`config.mk`:
```
export PLATFORM = sky130hd
export DESIGN_NAME = pt_train_sched
export DESIGN_NICKNAME = d
export VERILOG_FILES = /design/src/rtl/pt_train_sched.sv
export SDC_FILE = /design/constraint.sdc
export NUM_CORES = 1
export LEC_CHECK = 0
export CAP_MARGIN = 20
export CORE_ASPECT_RATIO = 0.75
export CORE_MARGIN = 2
export CORE_UTILIZATION = 40
export CTS_BUF_LIST = sky130_fd_sc_hd__clkbuf_4 sky130_fd_sc_hd__clkbuf_8
export DETAILED_ROUTE_END_ITERATION = 7
export PLACE_DENSITY = 0.67
export SETUP_SLACK_MARGIN = 0.02
export SYNTH_ARGS = -nofsm -noshare
export SYNTH_HDL_FRONTEND = slang
export SYNTH_SLANG_ARGS = --single-unit
```
`constraint.sdc`:
```
create_clock -name clk -period 2 [get_ports clk]
set_clock_uncertainty 0.15 [all_clocks]
set_input_delay 0.4 -clock clk [delete_from_list [all_inputs] [get_ports clk]]
set_output_delay 0.4 -clock clk [all_outputs]
set_load 0.05 [all_outputs]
```
`src/rtl/pt_train_sched.sv`:
```
// Perceptron training scheduler: queues resolved-branch training requests and
// serialises them through a shared table read port into one-cycle trainer writes.
module pt_train_sched #(
  parameter int unsigned BHR_W    = 8,
  parameter int unsigned PT_IDX_W = 6,
  parameter int unsigned WEIGHT_W = 8,
  parameter int unsigned THETA    = 30,
  parameter int unsigned QD       = 4
) (
  input  logic                clk,
  input  logic                rst,
  input  logic                req_vld_i,
  output logic                req_rdy_o,
  input  logic [PT_IDX_W-1:0] req_idx_i,
  input  logic                req_outcome_i,
  input  logic                req_pred_i,
  input  logic [WEIGHT_W-1:0] req_y_i,
  input  logic [BHR_W-1:0]    req_bhr_i,
  output logic                pt_rd_en_o,
  output logic [PT_IDX_W-1:0] pt_rd_idx_o,
  input  logic                pt_rd_gnt_i,
  output logic                tr_en_o,
  output logic [PT_IDX_W-1:0] tr_idx_o,
  output logic                tr_outcome_o,
  output logic [BHR_W-1:0]    tr_bhr_o,
  output logic                busy_o,
  output logic [15:0]         train_cnt_o
);

  localparam int unsigned PtrW = (QD > 1) ? $clog2(QD) : 1;
  localparam int unsigned CntW = $clog2(QD + 1);

  typedef enum logic [1:0] {StIdle, StRead, StWrite} state_e;

  state_e state_q, state_d;

  logic [PT_IDX_W-1:0] idx_mem [QD];
  logic                out_mem [QD];
  logic [BHR_W-1:0]    bhr_mem [QD];

  logic [PtrW-1:0] wr_ptr_q, rd_ptr_q;
  logic [CntW-1:0] count_q, count_d;
  logic [15:0]     train_cnt_q;

  logic            accept, push, pop;
  logic [WEIGHT_W:0] y_ext, y_abs;

  // One extra bit so the most-negative output has a representable magnitude.
  assign y_ext = {req_y_i[WEIGHT_W-1], req_y_i};
  assign y_abs = y_ext[WEIGHT_W] ? -y_ext : y_ext;

  assign req_rdy_o = (count_q != CntW'(QD));
  assign accept    = req_vld_i & req_rdy_o;
  // Confident correct predictions are accepted but never trained.
  assign push      = accept & ((req_outcome_i != req_pred_i) | (32'(y_abs) <= THETA));
  assign pop       = (state_q == StWrite);

  always_comb begin
    count_d = count_q;
    unique case ({push, pop})
      2'b10:   count_d = count_q + CntW'(1);
      2'b01:   count_d = count_q - CntW'(1);
      default: count_d = count_q;
    endcase
  end

  always_ff @(posedge clk or posedge rst) begin
    if (rst) begin
      state_q     <= StIdle;
      wr_ptr_q    <= '0;
      rd_ptr_q    <= '0;
      count_q     <= '0;
      train_cnt_q <= '0;
    end else begin
      state_q <= state_d;
      count_q <= count_d;
      if (push) wr_ptr_q <= wr_ptr_q + PtrW'(1);
      if (pop) begin
        rd_ptr_q    <= rd_ptr_q + PtrW'(1);
        train_cnt_q <= train_cnt_q + 16'd1;
      end
    end
  end

  always_ff @(posedge clk) begin
    if (push) begin
      idx_mem[wr_ptr_q] <= req_idx_i;
      out_mem[wr_ptr_q] <= req_outcome_i;
      bhr_mem[wr_ptr_q] <= req_bhr_i;
    end
  end

  // Leaving WRITE only re-enters READ for entries already queued before the pop,
  // so a request arriving during WRITE still sees the full IDLE->READ latency.
  always_comb begin
    state_d    = state_q;
    pt_rd_en_o = 1'b0;
    tr_en_o    = 1'b0;
    unique case (state_q)
      StIdle:  if (count_q != '0) state_d = StRead;
      StRead: begin
        pt_rd_en_o = 1'b1;
        if (pt_rd_gnt_i) state_d = StWrite;
      end
      StWrite: begin
        tr_en_o = 1'b1;
        state_d = (count_q > CntW'(1)) ? StRead : StIdle;
      end
      default: state_d = StIdle;
    endcase
  end

  assign pt_rd_idx_o  = idx_mem[rd_ptr_q];
  assign tr_idx_o     = idx_mem[rd_ptr_q];
  assign tr_outcome_o = out_mem[rd_ptr_q];
  assign tr_bhr_o     = bhr_mem[rd_ptr_q];
  assign busy_o       = (state_q != StIdle) || (count_q != '0);
  assign train_cnt_o  = train_cnt_q;

endmodule

```
==> impl_metrics.csv <==
group,metric,value,unit
finish,fin_area,5130,µm²
routing,route.vias.total,2061,
power,clkPwrFrac,0.170,
critical_path,critPathLaunchType,"register",
power,power_share_of_the_combinational_group,0.508,
sta,final-setup-viol-count,65,
routing,detail_route.vias_per_cell,4.90,
cts,clockRootBuffer,"sky130_fd_sc_hd__clkbuf_8",
routing,drt_iter0_drc,73,
logic_synthesis,synth-main-ff-cell,"sky130_fd_sc_hd__edfxtp_1",
critical_path,register_to_register_path_setup_slack,0.17,ns
die,die_height,85.8,µm
sta,grt_setup_unrepaired,"true",
sta,period_needed,2.22,ns
sta,final.period_utilization,1.11,
logic_synthesis,synth_cell_types,38,
logic_synthesis,synth_enable_flop_cells,60,
sta,fin_ws,-0.222,ns
logic_synthesis,post_synthesis_share_of_cell_area_spent_on_full_adders_half_adders_and_majority_gates,0.0385,
finish,layout.nets,348,
die,initial_core_util,0.417,
finish,antenna-diode-count,0,
critical_path,worst-endpoint-required,1.45,ns
place,routabilityCongestion,0.808,
global_route,busiest_layer,"met2",
power,cell_area_power_density,1470,nW/µm²
global_route,grt_pass1_vias,2107,
critical_path,worstPathCellList,"buf_12 > mux4_2 > buf_6",
finish,drive_gt1_frac,0.425,
die,top_level_ports,69,
die,die_x,113,µm
routing,post_drt_wl_per_cell,16.4,µm
global_route,grt_pass1_wl,10.6,mm
logic_synthesis,yosys.area.top_type_share,0.505,
critical_path,crit_path_max_incr_delay,0.55,ns
global_route,grt_util_all_layers,0.143,
logic_synthesis,syn-instance-count,210,
logic_synthesis,synth.most_common_cell,"sky130_fd_sc_hd__edfxtp_1",
logic_synthesis,postSynthRegisterBits,85,
finish,area_delta_synth_final,43.6,%
critical_path,worst_setup_path_end_kind,"output pin",
global_route,grt_max_degree,26,
power,irDropWorstVdd,0.713,mV
run,max_cap_violations,0,
power,internal_power,4650,µW
power,power.net_switching,2880,µW
critical_path,r2r-start,"count_q[1]",
critical_path,crit_type,"reg -> out",
power,pwr-share-seq,0.322,
die,fp.dieArea,9710,µm²
logic_synthesis,synth.top_cells.by_count,"60 x sky130_fd_sc_hd__edfxtp_1, 25 x sky130_fd_sc_hd__dfrtp_1, 17 x sky130_fd_sc_hd__xnor2_1",
power,cellLeakagePower,0.00198,µW
place,placedCellCount,394,
cts,cts.reportedPaths.clkPinSlew,0.08,ns
cts,cts.htree.levels,3,
cts,tritoncts_clock_tree,"yes",
power,swShare,0.382,
finish,layout.cells.non_filler,421,
sta,worst_slew_pin_slew,0.338,ns
critical_path,worst-path-max-fanout,6,
logic_synthesis,synthMuxAreaShare,0.105,
logic_synthesis,ys_async_sr_fraction,0.294,
sta,hold_violations,0,
logic_synthesis,post_synth_main_area_contributors,"sky130_fd_sc_hd__edfxtp_1 50%, sky130_fd_sc_hd__dfrtp_1 18%, sky130_fd_sc_hd__mux4_2 9.5%",
place,buffer_ports.inserted,68,
finish,count_of_fill_cells_added_during_filler_insertion,648,
cts,holdBufCountCts,0,
critical_path,worst_r2r_endpoint,"bhr_mem[2][1]",
sta,final-max-slew-violation-count,0,
routing,postRouteAntennaNets,0,
global_route,antenna_violations_before_repair,0,
place,dp_hpwl,4.41,mm
logic_synthesis,synth.avg_cell_area,17.0,µm²
logic_synthesis,synth.yosys.seq_area_share,0.680,
critical_path,cp_data_arrival_time,1.67,ns
place,place_area,4540,µm²
routing,first_pass_iteration_count_of_the_detailed_router,6,
global_route,grtUsageMet1,0.193,
routing,routed_wire_length,6.88,mm
global_route,grt.met3_usage,0.0523,
critical_path,buffers_inverters_on_critical_path,2,
logic_synthesis,synth_top_area_cell,"sky130_fd_sc_hd__edfxtp_1",
logic_synthesis,mappedNetlistArea,3570,µm²
cts,max-clock-path-buffers,2,
cts,clkLatencyLatePin,0.34,ns
outcome,failing_checks,"DRC, setup timing",
global_route,overflow,0,
logic_synthesis,synth_fp_nets,249,
critical_path,reg2reg_depth,7,
critical_path,critical_path.top_delay_family,"multiplexers",
cts,cts-buffers-inserted,9,
global_route,grtUsageMet2,0.222,
sta,max_slew_margin,0.775,
die,rows,29,
logic_synthesis,compound_cell_area_share_of_the_yosys_netlist,0.0221,
critical_path,timing.critical_path.slowest_stage_cell,"sky130_fd_sc_hd__mux4_2",
logic_synthesis,synthesis.yosys.warnings,0,
power,total_power,7530,µW
logic_synthesis,synth_top_family_by_area,"multiplexers",
finish,fin_util,0.599,
min_path,holdCritPathClass,"in -> async",
cts,numClockSinks,85,
routing,detail_route.drc_violations,4,
sta,fmaxAchievable,450,MHz
logic_synthesis,synth-simple-area-share,0.0694,
outcome,outcome,"finished with violations",
logic_synthesis,synthXorXnorAreaFrac,0.0540,
die,coreArea,8560,µm²
==> per-stage QoR <==
stage	setup TNS [ns]	hold slack (ns)	setup slack, ns
floorplan	-9.93	0.277	-0.179
global placement	-55.10	0.312	-0.904
detailed placement	-59.62	0.319	-1.00
CTS	-4.91	0.252	-0.270
global route	-10.62	0.276	-0.288
finish	-4.81	0.257	-0.222
==> layer usage <==
metal | vias up | wire length [µm]
met5 | - | 0
li1 | 974 | -
met3 | 7 | 403
met4 | 0 | 59
met1 | 1009 | 3120
met2 | 71 | 3300
==> power groups by stage <==
stage | clock network [µW] | logic [µW] | registers [µW]
4_1_cts | 1330 | 3540 | 2410
2_1_floorplan | 0 | 2190 | 2510
5_1_grt | 1390 | 4030 | 2470
3_3_place_gp | 0 | 3240 | 2430
3_5_place_dp | 0 | 3270 | 2430
6_report | 1280 | 3820 | 2420
==> repair_timing <==
item / 4_1_cts / 5_1_grt
pin swaps: 3 / 9
endpoints found under the setup margin: 87 / 90
gates resized for setup: 41 / 28
buffers inserted: 4 / 4
gates cloned: 0 / 5
==> cell families (layout without fill, tap and decap cells) <==
family                     Yosys count  count (layout)
AOI/OAI and AO/OA                   10              10
xor gates and xnor gates            22              22
DFF                                 85              85
buffers and inverters               22             125
and+or+nand+nor                     42              42
adders and majority gates           11              11
muxes                               18              18
==> layout by cell type, fill, tap and decap left out, drive strengths merged, types with 2 or more instances in the layout <==
cell | synthesis | routed
xnor2 | 17 | 17
bufinv | 0 | 2
clkinv | 0 | 2
edfxtp | 60 | 60
nand3 | 5 | 5
a21oi | 2 | 2
nor2 | 7 | 7
and2 | 5 | 5
dfrtp | 25 | 25
mux4 | 15 | 15
buf | 10 | 69
ha | 11 | 11
nand4 | 5 | 5
clkdlybuf4s50 | 0 | 20
nand2 | 8 | 8
dlygate4sd2 | 0 | 4
xor2 | 5 | 5
clkbuf | 1 | 14
nand2b | 2 | 2
nor3 | 2 | 2
nor2b | 2 | 2
inv | 11 | 12
o21ai | 2 | 2
mux2 | 2 | 2
==> tightest hold or removal path: stages <==
cell                              delay [ns]
sky130_fd_sc_hd__clkdlybuf4s50_1        0.39
sky130_fd_sc_hd__inv_1                  0.05
sky130_fd_sc_hd__buf_4                  0.31
==> state kept, by name, summed over array words and instances, names as in the netlist <==
signal / cells
bhr_mem: 32
idx_mem: 24
train_cnt_o: 16
out_mem: 4
count_q: 3
rd_ptr_q: 2
state_q: 2
wr_ptr_q: 2
==> how the worst max path moves through the flow <==
stage | start | to | slack (ns) | cells after the start
6_report | rd_ptr_q[0] | tr_idx_o[1] | -0.22 | 3
4_1_cts | rd_ptr_q[0] | pt_rd_idx_o[1] | -0.27 | 3
2_1_floorplan | req_y_i[1] | count_q[2] | -0.18 | 11
5_1_grt | rd_ptr_q[0] | tr_idx_o[1] | -0.29 | 3
3_3_place_gp | req_y_i[1] | count_q[2] | -0.90 | 12
3_5_place_dp | req_y_i[1] | count_q[2] | -1.00 | 12
==> layout make-up <==
type                    instances  area [µm²]  area share
flip-flops and latches         85        2430       0.474
well taps                     108         135      0.0263
inverters                      11        61.3      0.0120
clock inverters                 6        87.6      0.0171
multi-input cells             103        1130       0.221
repair buffers                 99        1160       0.226
clock buffers                   9         124      0.0242
Note: power is estimated with default switching activity, not from simulation.
